<file path="config.mk">
export PLATFORM = sky130hd
export DESIGN_NAME = itch_msg_sequencer_flat
export DESIGN_NICKNAME = d
export VERILOG_FILES = /design/src/rtl/itch_msg_sequencer_if.sv /design/src/rtl/itch_msg_sequencer.sv /design/src/flat_wrapper.sv
export SDC_FILE = /design/constraint.sdc
export NUM_CORES = 1
export LEC_CHECK = 0
export CAP_MARGIN = 20
export CELL_PAD_IN_SITES_DETAIL_PLACEMENT = 0
export CELL_PAD_IN_SITES_GLOBAL_PLACEMENT = 1
export CORE_MARGIN = 5
export CORE_UTILIZATION = 41
export CTS_CLUSTER_DIAMETER = 100
export DETAILED_ROUTE_END_ITERATION = 8
export MAX_ROUTING_LAYER = met4
export PLACE_DENSITY_LB_ADDON = 0.12
export RECOVER_POWER = 50
export SLEW_MARGIN = 20
export SYNTH_ARGS = -nofsm -noshare
export SYNTH_HDL_FRONTEND = slang
export SYNTH_SLANG_ARGS = --single-unit
</file>
<file path="constraint.sdc">
create_clock -name clk -period 2.8 [get_ports clk]
set_input_delay 0.28 -clock clk [delete_from_list [all_inputs] [get_ports clk]]
set_output_delay 0.28 -clock clk [all_outputs]
set_load 0.02 [all_outputs]
</file>
<file path="src/rtl/itch_msg_sequencer_if.sv">
`default_nettype none
// ============================================================================
//  Module   : itch_msg_sequencer_if
//  Purpose  : Bundles the byte-stream input and the routed decoder-bus
//             outputs of the ITCH message sequencer.
//  Ports    : (interface signals)
//             byte_in/valid_in         - incoming ITCH byte stream
//             byte_out/valid_out       - registered byte bus to decoders
//             dec_sel                  - one-hot decoder select
//             msg_start/msg_end        - message framing strobes
//             byte_idx                 - index of byte_out in its message
//             unknown_type/abort       - error pulses
//             busy/msg_count           - status
//  Modports : master (byte source / observer), slave (sequencer)
//  Revision : 1.0 - initial release
// ============================================================================
interface itch_msg_sequencer_if #(
   parameter int CNT_W = 32
);
   logic [7:0]       byte_in;
   logic             valid_in;
   logic [7:0]       byte_out;
   logic             valid_out;
   logic [4:0]       dec_sel;
   logic             msg_start;
   logic             msg_end;
   logic [5:0]       byte_idx;
   logic             unknown_type;
   logic             abort;
   logic             busy;
   logic [CNT_W-1:0] msg_count;

   modport master (
      output byte_in, valid_in,
      input  byte_out, valid_out, dec_sel, msg_start, msg_end, byte_idx,
      input  unknown_type, abort, busy, msg_count
   );

   modport slave (
      input  byte_in, valid_in,
      output byte_out, valid_out, dec_sel, msg_start, msg_end, byte_idx,
      output unknown_type, abort, busy, msg_count
   );
endinterface
`default_nettype wire

</file>
<file path="src/rtl/itch_msg_sequencer.sv">
`default_nettype none
// ============================================================================
//  Module   : itch_msg_sequencer
//  Purpose  : Frames an ITCH 5.0 byte stream into messages using the type
//             byte and fixed per-type lengths, and steers each message to one
//             of five field decoders over a shared registered byte bus.
//             Detects unknown types and stalled messages, counts completed
//             messages.
//  Ports    : clk  - rising-edge clock
//             rst  - asynchronous reset, active-low
//             bus  - itch_msg_sequencer_if.slave (stream in, decoder bus out)
//  Params   : GAP_TIMEOUT - idle cycles that abort a message / end a discard
//             CNT_W       - width of msg_count
//  Revision : 1.0 - initial release
// ============================================================================
module itch_msg_sequencer #(
   parameter int GAP_TIMEOUT = 16,
   parameter int CNT_W       = 32
) (
   input  wire logic              clk,
   input  wire logic              rst,
   itch_msg_sequencer_if.slave    bus
);

   localparam logic [7:0]       c_GAP      = 8'(GAP_TIMEOUT);
   localparam logic [CNT_W-1:0] c_CNT_ONE  = CNT_W'(1);

   localparam logic [7:0] c_TYPE_A = 8'h41;
   localparam logic [7:0] c_TYPE_X = 8'h58;
   localparam logic [7:0] c_TYPE_D = 8'h44;
   localparam logic [7:0] c_TYPE_U = 8'h55;
   localparam logic [7:0] c_TYPE_E = 8'h45;

   localparam logic [5:0] c_LEN_A  = 6'd36;
   localparam logic [5:0] c_LEN_X  = 6'd23;
   localparam logic [5:0] c_LEN_D  = 6'd19;
   localparam logic [5:0] c_LEN_U  = 6'd35;
   localparam logic [5:0] c_LEN_E  = 6'd31;

   typedef enum logic [1:0] {
      S_IDLE    = 2'd0,
      S_ROUTE   = 2'd1,
      S_DISCARD = 2'd2
   } state_t;

   state_t           r_state;
   logic [5:0]       r_remaining;
   logic [7:0]       r_gap_cnt;
   logic [4:0]       r_cur_sel;

   logic [7:0]       r_byte_out;
   logic             r_valid_out;
   logic [4:0]       r_dec_sel;
   logic             r_msg_start;
   logic             r_msg_end;
   logic [5:0]       r_byte_idx;
   logic             r_unknown_type;
   logic             r_abort;
   logic [CNT_W-1:0] r_msg_count;

   logic [4:0]       w_type_sel;
   logic [5:0]       w_type_len;
   logic             w_known;
   logic [7:0]       w_gap_inc;
   logic             w_gap_hit;

   // Type byte decode; anything outside the five codes (including 0x00)
   // leaves the select empty and is treated as unknown.
   always_comb begin
      w_type_sel = 5'b00000;
      w_type_len = 6'd0;
      case (bus.byte_in)
         c_TYPE_A: begin w_type_sel = 5'b00001; w_type_len = c_LEN_A; end
         c_TYPE_X: begin w_type_sel = 5'b00010; w_type_len = c_LEN_X; end
         c_TYPE_D: begin w_type_sel = 5'b00100; w_type_len = c_LEN_D; end
         c_TYPE_U: begin w_type_sel = 5'b01000; w_type_len = c_LEN_U; end
         c_TYPE_E: begin w_type_sel = 5'b10000; w_type_len = c_LEN_E; end
         default:  begin w_type_sel = 5'b00000; w_type_len = 6'd0;    end
      endcase
   end

   assign w_known   = |w_type_sel;
   // Saturating increment; the threshold is judged on the incremented value
   // so a byte arriving on the would-be threshold cycle still wins.
   assign w_gap_inc = (r_gap_cnt == 8'hFF) ? 8'hFF : (r_gap_cnt + 8'd1);
   assign w_gap_hit = (w_gap_inc == c_GAP);

   always_ff @(posedge clk or negedge rst) begin
      if (!rst) begin
         r_state        <= S_IDLE;
         r_remaining    <= 6'd0;
         r_gap_cnt      <= 8'd0;
         r_cur_sel      <= 5'b00000;
         r_byte_out     <= 8'h00;
         r_valid_out    <= 1'b0;
         r_dec_sel      <= 5'b00000;
         r_msg_start    <= 1'b0;
         r_msg_end      <= 1'b0;
         r_byte_idx     <= 6'd0;
         r_unknown_type <= 1'b0;
         r_abort        <= 1'b0;
         r_msg_count    <= '0;
      end else begin
         // Strobes default low; byte_out/byte_idx hold when nothing is emitted.
         r_valid_out    <= 1'b0;
         r_msg_start    <= 1'b0;
         r_msg_end      <= 1'b0;
         r_unknown_type <= 1'b0;
         r_abort        <= 1'b0;

         case (r_state)
            S_IDLE: begin
               r_gap_cnt <= 8'd0;
               r_dec_sel <= 5'b00000;
               if (bus.valid_in) begin
                  if (w_known) begin
                     r_cur_sel   <= w_type_sel;
                     r_remaining <= w_type_len - 6'd1;
                     r_byte_out  <= bus.byte_in;
                     r_valid_out <= 1'b1;
                     r_dec_sel   <= w_type_sel;
                     r_msg_start <= 1'b1;
                     r_byte_idx  <= 6'd0;
                     r_state     <= S_ROUTE;
                  end else begin
                     r_unknown_type <= 1'b1;
                     r_state        <= S_DISCARD;
                  end
               end
            end

            S_ROUTE: begin
               if (bus.valid_in) begin
                  r_byte_out  <= bus.byte_in;
                  r_valid_out <= 1'b1;
                  r_dec_sel   <= r_cur_sel;
                  r_byte_idx  <= r_byte_idx + 6'd1;
                  r_remaining <= r_remaining - 6'd1;
                  r_gap_cnt   <= 8'd0;
                  if (r_remaining == 6'd1) begin
                     // Last byte: the select still rides along with it, the
                     // FSM is back in IDLE in time to take the next type byte.
                     r_msg_end   <= 1'b1;
                     r_msg_count <= r_msg_count + c_CNT_ONE;
                     r_cur_sel   <= 5'b00000;
                     r_state     <= S_IDLE;
                  end
               end else if (w_gap_hit) begin
                  r_abort   <= 1'b1;
                  r_cur_sel <= 5'b00000;
                  r_dec_sel <= 5'b00000;
                  r_gap_cnt <= 8'd0;
                  r_state   <= S_IDLE;
               end else begin
                  // Stall: keep the decoder selected across the gap.
                  r_dec_sel <= r_cur_sel;
                  r_gap_cnt <= w_gap_inc;
               end
            end

            S_DISCARD: begin
               r_dec_sel <= 5'b00000;
               if (bus.valid_in) begin
                  r_gap_cnt <= 8'd0;
               end else if (w_gap_hit) begin
                  r_gap_cnt <= 8'd0;
                  r_state   <= S_IDLE;
               end else begin
                  r_gap_cnt <= w_gap_inc;
               end
            end

            default: begin
               r_state   <= S_IDLE;
               r_cur_sel <= 5'b00000;
               r_dec_sel <= 5'b00000;
               r_gap_cnt <= 8'd0;
            end
         endcase
      end
   end

   assign bus.byte_out     = r_byte_out;
   assign bus.valid_out    = r_valid_out;
   assign bus.dec_sel      = r_dec_sel;
   assign bus.msg_start    = r_msg_start;
   assign bus.msg_end      = r_msg_end;
   assign bus.byte_idx     = r_byte_idx;
   assign bus.unknown_type = r_unknown_type;
   assign bus.abort        = r_abort;
   assign bus.busy         = (r_state != S_IDLE);
   assign bus.msg_count    = r_msg_count;

endmodule
`default_nettype wire

</file>
<file path="src/flat_wrapper.sv">
// flat-port wrapper written by rule: the top's interface ports become plain ports
module itch_msg_sequencer_flat 
#(
   parameter int GAP_TIMEOUT = 16,
   parameter int CNT_W       = 32
)
  (clk, rst, bus_byte_in, bus_valid_in, bus_byte_out, bus_valid_out, bus_dec_sel, bus_msg_start, bus_msg_end, bus_byte_idx, bus_unknown_type, bus_abort, bus_busy, bus_msg_count);
  itch_msg_sequencer_if #(.CNT_W(CNT_W)) bus_i ();
  input  wire logic clk;
  input  wire logic rst;
  input wire logic [$bits(bus_i.byte_in)-1:0] bus_byte_in;
  input wire logic [$bits(bus_i.valid_in)-1:0] bus_valid_in;
  output wire logic [$bits(bus_i.byte_out)-1:0] bus_byte_out;
  output wire logic [$bits(bus_i.valid_out)-1:0] bus_valid_out;
  output wire logic [$bits(bus_i.dec_sel)-1:0] bus_dec_sel;
  output wire logic [$bits(bus_i.msg_start)-1:0] bus_msg_start;
  output wire logic [$bits(bus_i.msg_end)-1:0] bus_msg_end;
  output wire logic [$bits(bus_i.byte_idx)-1:0] bus_byte_idx;
  output wire logic [$bits(bus_i.unknown_type)-1:0] bus_unknown_type;
  output wire logic [$bits(bus_i.abort)-1:0] bus_abort;
  output wire logic [$bits(bus_i.busy)-1:0] bus_busy;
  output wire logic [$bits(bus_i.msg_count)-1:0] bus_msg_count;
  assign bus_i.byte_in = bus_byte_in;
  assign bus_i.valid_in = bus_valid_in;
  assign bus_byte_out = bus_i.byte_out;
  assign bus_valid_out = bus_i.valid_out;
  assign bus_dec_sel = bus_i.dec_sel;
  assign bus_msg_start = bus_i.msg_start;
  assign bus_msg_end = bus_i.msg_end;
  assign bus_byte_idx = bus_i.byte_idx;
  assign bus_unknown_type = bus_i.unknown_type;
  assign bus_abort = bus_i.abort;
  assign bus_busy = bus_i.busy;
  assign bus_msg_count = bus_i.msg_count;
  itch_msg_sequencer #(.GAP_TIMEOUT(GAP_TIMEOUT), .CNT_W(CNT_W)) u_core (.clk(clk), .rst(rst), .bus(bus_i));
endmodule
</file>
==> flow_metrics.env, run 1 <==
export IMPL_vias=3119
export IMPL_drive_gt1_frac=0.09574
export IMPL_clkTransAtPathRegs_ns=0.08
export IMPL_grt_pass1_wl_um=15320
export IMPL_multi_input_area_mm2=0.001858
export IMPL_syn_area_mm2=0.003907
export IMPL_synth_nets=407
export IMPL_syn_to_final_growth_pct=27.95
export IMPL_cts_root_buf="clkbuf_8"
export IMPL_hpwl_um=6463
export IMPL_cp_depth=7
export IMPL_cp_startpoint="u_core.r_remaining[1]$_DFFE_PN0P_"
export IMPL_design_area_mm2=0.005000
export IMPL_p_per_area_mw_per_mm2=619.2
export IMPL_fin_crit_ns=2.484
export IMPL_cts_tree="done"
export IMPL_cts_made_buffers=9
export IMPL_die_height_um=107.6
export IMPL_critical_path_max_fanout=7
export IMPL_drtPass1Iterations=4
export IMPL_hold_viol=0
export IMPL_overflow=0
export IMPL_synth_largest_area_cell="dfrtp_1"
export IMPL_layout_commonest_cell="dfrtp_1"
export IMPL_rrSetupSlack_ns=0.32
export IMPL_rsz0062_at_grt="false"
export IMPL_crit_chain="inv_1 > ha_1 > or3b_1 > or4_1 > or3_1 > nor4_4 > xor2_1"
export IMPL_synth_seq_area_share=0.4931
export IMPL_synth_top_area_frac=0.4931
export IMPL_fp_dieArea_mm2=0.01158
export IMPL_ff2ff_path_depth=7
export IMPL_start_util=0.4209
export IMPL_status="finished, violations left"
export IMPL_grt_usage=0.1666
export IMPL_netlist_cell_type_count=54
export IMPL_seq_area_mm2=0.001927
export IMPL_irDropWorstVdd_mv=0.3277
export IMPL_r2r_start="u_core.r_remaining[1]$_DFFE_PN0P_"
export IMPL_gp_congestion=0.8155
export IMPL_crit_family="simple AND/OR/NAND/NOR gates"
export IMPL_diodes=0
export IMPL_fin_crit_sh=0.8870
export IMPL_critPathBufInv=1
export IMPL_place_ws_ns=0.2680
export IMPL_violations="capacitance limit, slew limit"
export IMPL_synth_ff_type="dfrtp_1"
export IMPL_drv_slew=78
export IMPL_tightest_slew_ns=1.925
export IMPL_detail_route_antenna_nets=0
export IMPL_antenna_found_initial=0
export IMPL_cp_end_kind="register"
export IMPL_finalClockSkew_ns=0.009443
export IMPL_synth_area_top_cells="dfrtp_1 (49%), xor2_1 (5.6%), nand2_1 (3.2%)"
export IMPL_critPathLaunchType="register"
export IMPL_cts_max_path_buffers=2
export IMPL_max_slew_margin=-0.2832
export IMPL_cts_sinks=77
export IMPL_postSynthAreaPerCell_um2=10.10
export IMPL_drc=0
export IMPL_fillers=871
export IMPL_postPlaceCellArea_mm2=0.004780
export IMPL_grt_max_degree=78
export IMPL_cts_resized=0
export IMPL_critical_path_slowest_cell="or4_1"
export IMPL_worst_slack_ns=0.3164
export IMPL_fmax_mhz=402.6
export IMPL_maxCapViolCount=1
export IMPL_first_global_vias=3106
export IMPL_cp_required_ns=3.07
export IMPL_ys_ff_latch=77
export IMPL_final_setup_tns_ns=0
export IMPL_core_mm2=0.009284
export IMPL_endpoint="u_core.bus.msg_count[31]$_DFFE_PN0P_"
export IMPL_whs_ns=0.4462
export IMPL_port_buffers=67
export IMPL_crit_type="reg -> reg"
export IMPL_final_cell_mix="dfrtp_1 (77), clkdlybuf4s50_1 (40), nand2_1 (33), nor2_1 (30), dlygate4sd3_1 (26)"
export IMPL_synth_edf_count=0
export IMPL_syn_inst=387
export IMPL_leakage_nw=2.253
export IMPL_viasPerCell=5.207
export IMPL_hold_path_class="in -> async"
export IMPL_nets=485
export IMPL_boundaryPins=68
export IMPL_yosysWarnings=0
export IMPL_total_power_mw=3.096
export IMPL_r2r_end="u_core.bus.msg_count[31]$_DFFE_PN0P_"
export IMPL_arrival_ns=2.75
export IMPL_wirelength_um=8859
export IMPL_clk_latency_ns=0.34
export IMPL_initialDrtViolationCount=120
export IMPL_report_final_setup_viol=0
export IMPL_rows=35
export IMPL_async_flop_share=1.000
export IMPL_fp_dieW_um=107.6
export IMPL_ctsHoldBuffers=0
export IMPL_routedWlPerCell_um=14.79
export IMPL_cts_setup_buffers=0
export IMPL_slowest_delay_ns=0.54
export IMPL_htreeDepth=3
[metal layers]
metal | global-route usage | share of wire
met1 | 0.2229 | 0.48
met2 | 0.2615 | 0.47
met3 | 0.03659 | 0.039
met4 | 0.03607 | 0.011
met5 | - | 0
[registers in the layout, summed over array words and instances, names as in the netlist]
register	count
u_core.r_cur_sel	5
u_core.bus.msg_count	32
u_core.bus.abort	1
u_core.bus.msg_end	1
u_core.bus.valid_out	1
u_core.r_remaining	6
u_core.bus.byte_out	8
u_core.bus.dec_sel	5
u_core.r_gap_cnt	8
u_core.bus.unknown_type	1
u_core.r_state	2
u_core.bus.msg_start	1
u_core.bus.byte_idx	6
[area by class of cell]
class / instances / area share
Sequential cell: 77 / 0.3854
Multi-Input combinational cell: 279 / 0.3716
Timing Repair Buffer: 80 / 0.1527
Tap cell: 129 / 0.03228
Clock buffer: 9 / 0.02477
Clock inverter: 7 / 0.01977
Inverter: 18 / 0.01351
[how the worst min path moves through the flow]
stage | cells after the start | startpoint | to | slack, ns
after floorplan | 0 | rst | u_core.bus.abort$_DFF_PN0_ | -0.02
after global placement | 1 | u_core.bus.msg_count[31]$_DFFE_PN0P_ | u_core.bus.msg_count[31]$_DFFE_PN0P_ | 0.46
after detailed placement | 1 | u_core.bus.msg_count[31]$_DFFE_PN0P_ | u_core.bus.msg_count[31]$_DFFE_PN0P_ | 0.47
after CTS | 1 | rst | u_core.r_gap_cnt[4]$_DFF_PN0_ | 0.13
after global routing | 1 | u_core.bus.msg_count[31]$_DFFE_PN0P_ | u_core.bus.msg_count[31]$_DFFE_PN0P_ | 0.49
final | 1 | rst | u_core.r_gap_cnt[3]$_DFF_PN0_ | 0.45
[cells in the mapped netlist, types with 10 or more instances]
master / n
a21oi_1: 16
dfrtp_1: 77
inv_1: 18
nand2_1: 33
nand3_1: 20
nand4_1: 10
nor2_1: 30
nor3_1: 13
xnor2_1: 13
xor2_1: 25
[power breakdown]
| group | internal (mW) | switching, mW |
|---|---|---|
| clock | 0.507 | 0.432 |
| combinational | 0.351 | 0.419 |
| sequential | 1.26 | 0.131 |
| total | 2.11 | 0.982 |
[stage by stage]
| stage | util | std cells |
|---|---|---|
| 6_report | 0.5385 | 599 |
| 5_1_grt | 0.5385 | 599 |
| 4_1_cts | 0.5388 | 599 |
| 3_5_place_dp | 0.5148 | 583 |
| 3_3_place_gp | 0.5148 | 583 |
| 2_1_floorplan | - | 387 |
[cell families after synthesis]
group | count (synthesis) | synth area share
fa+ha+maj | 9 | 0.02882
buf+inv | 31 | 0.03138
simple gates | 164 | 0.2322
xor+xnor | 38 | 0.08517
mux | 12 | 0.03362
compound gates | 56 | 0.09574
flops | 77 | 0.4931
[worst register-to-register path, stage by stage, from the launching register on]
cell and delay [ns]:
dfrtp_1 0.38, inv_1 0.10, ha_1 0.16, or3b_1 0.36
or4_1 0.54, or3_1 0.50, nor4_4 0.21, xor2_1 0.16
No activity file was read; power rests on OpenSTA's default activity.
==> run 2: changes to the inputs <==
--- a/config.mk
+++ b/config.mk
@@ -10,7 +10,7 @@
 export CELL_PAD_IN_SITES_GLOBAL_PLACEMENT = 1
 export CORE_MARGIN = 5
 export CORE_UTILIZATION = 41
-export CTS_CLUSTER_DIAMETER = 100
+export CTS_CLUSTER_DIAMETER = 60
 export DETAILED_ROUTE_END_ITERATION = 8
 export MAX_ROUTING_LAYER = met4
 export PLACE_DENSITY_LB_ADDON = 0.12
==> results of run 2 <==
The final DEF is identical to that of run 1; final timing and power are the same.
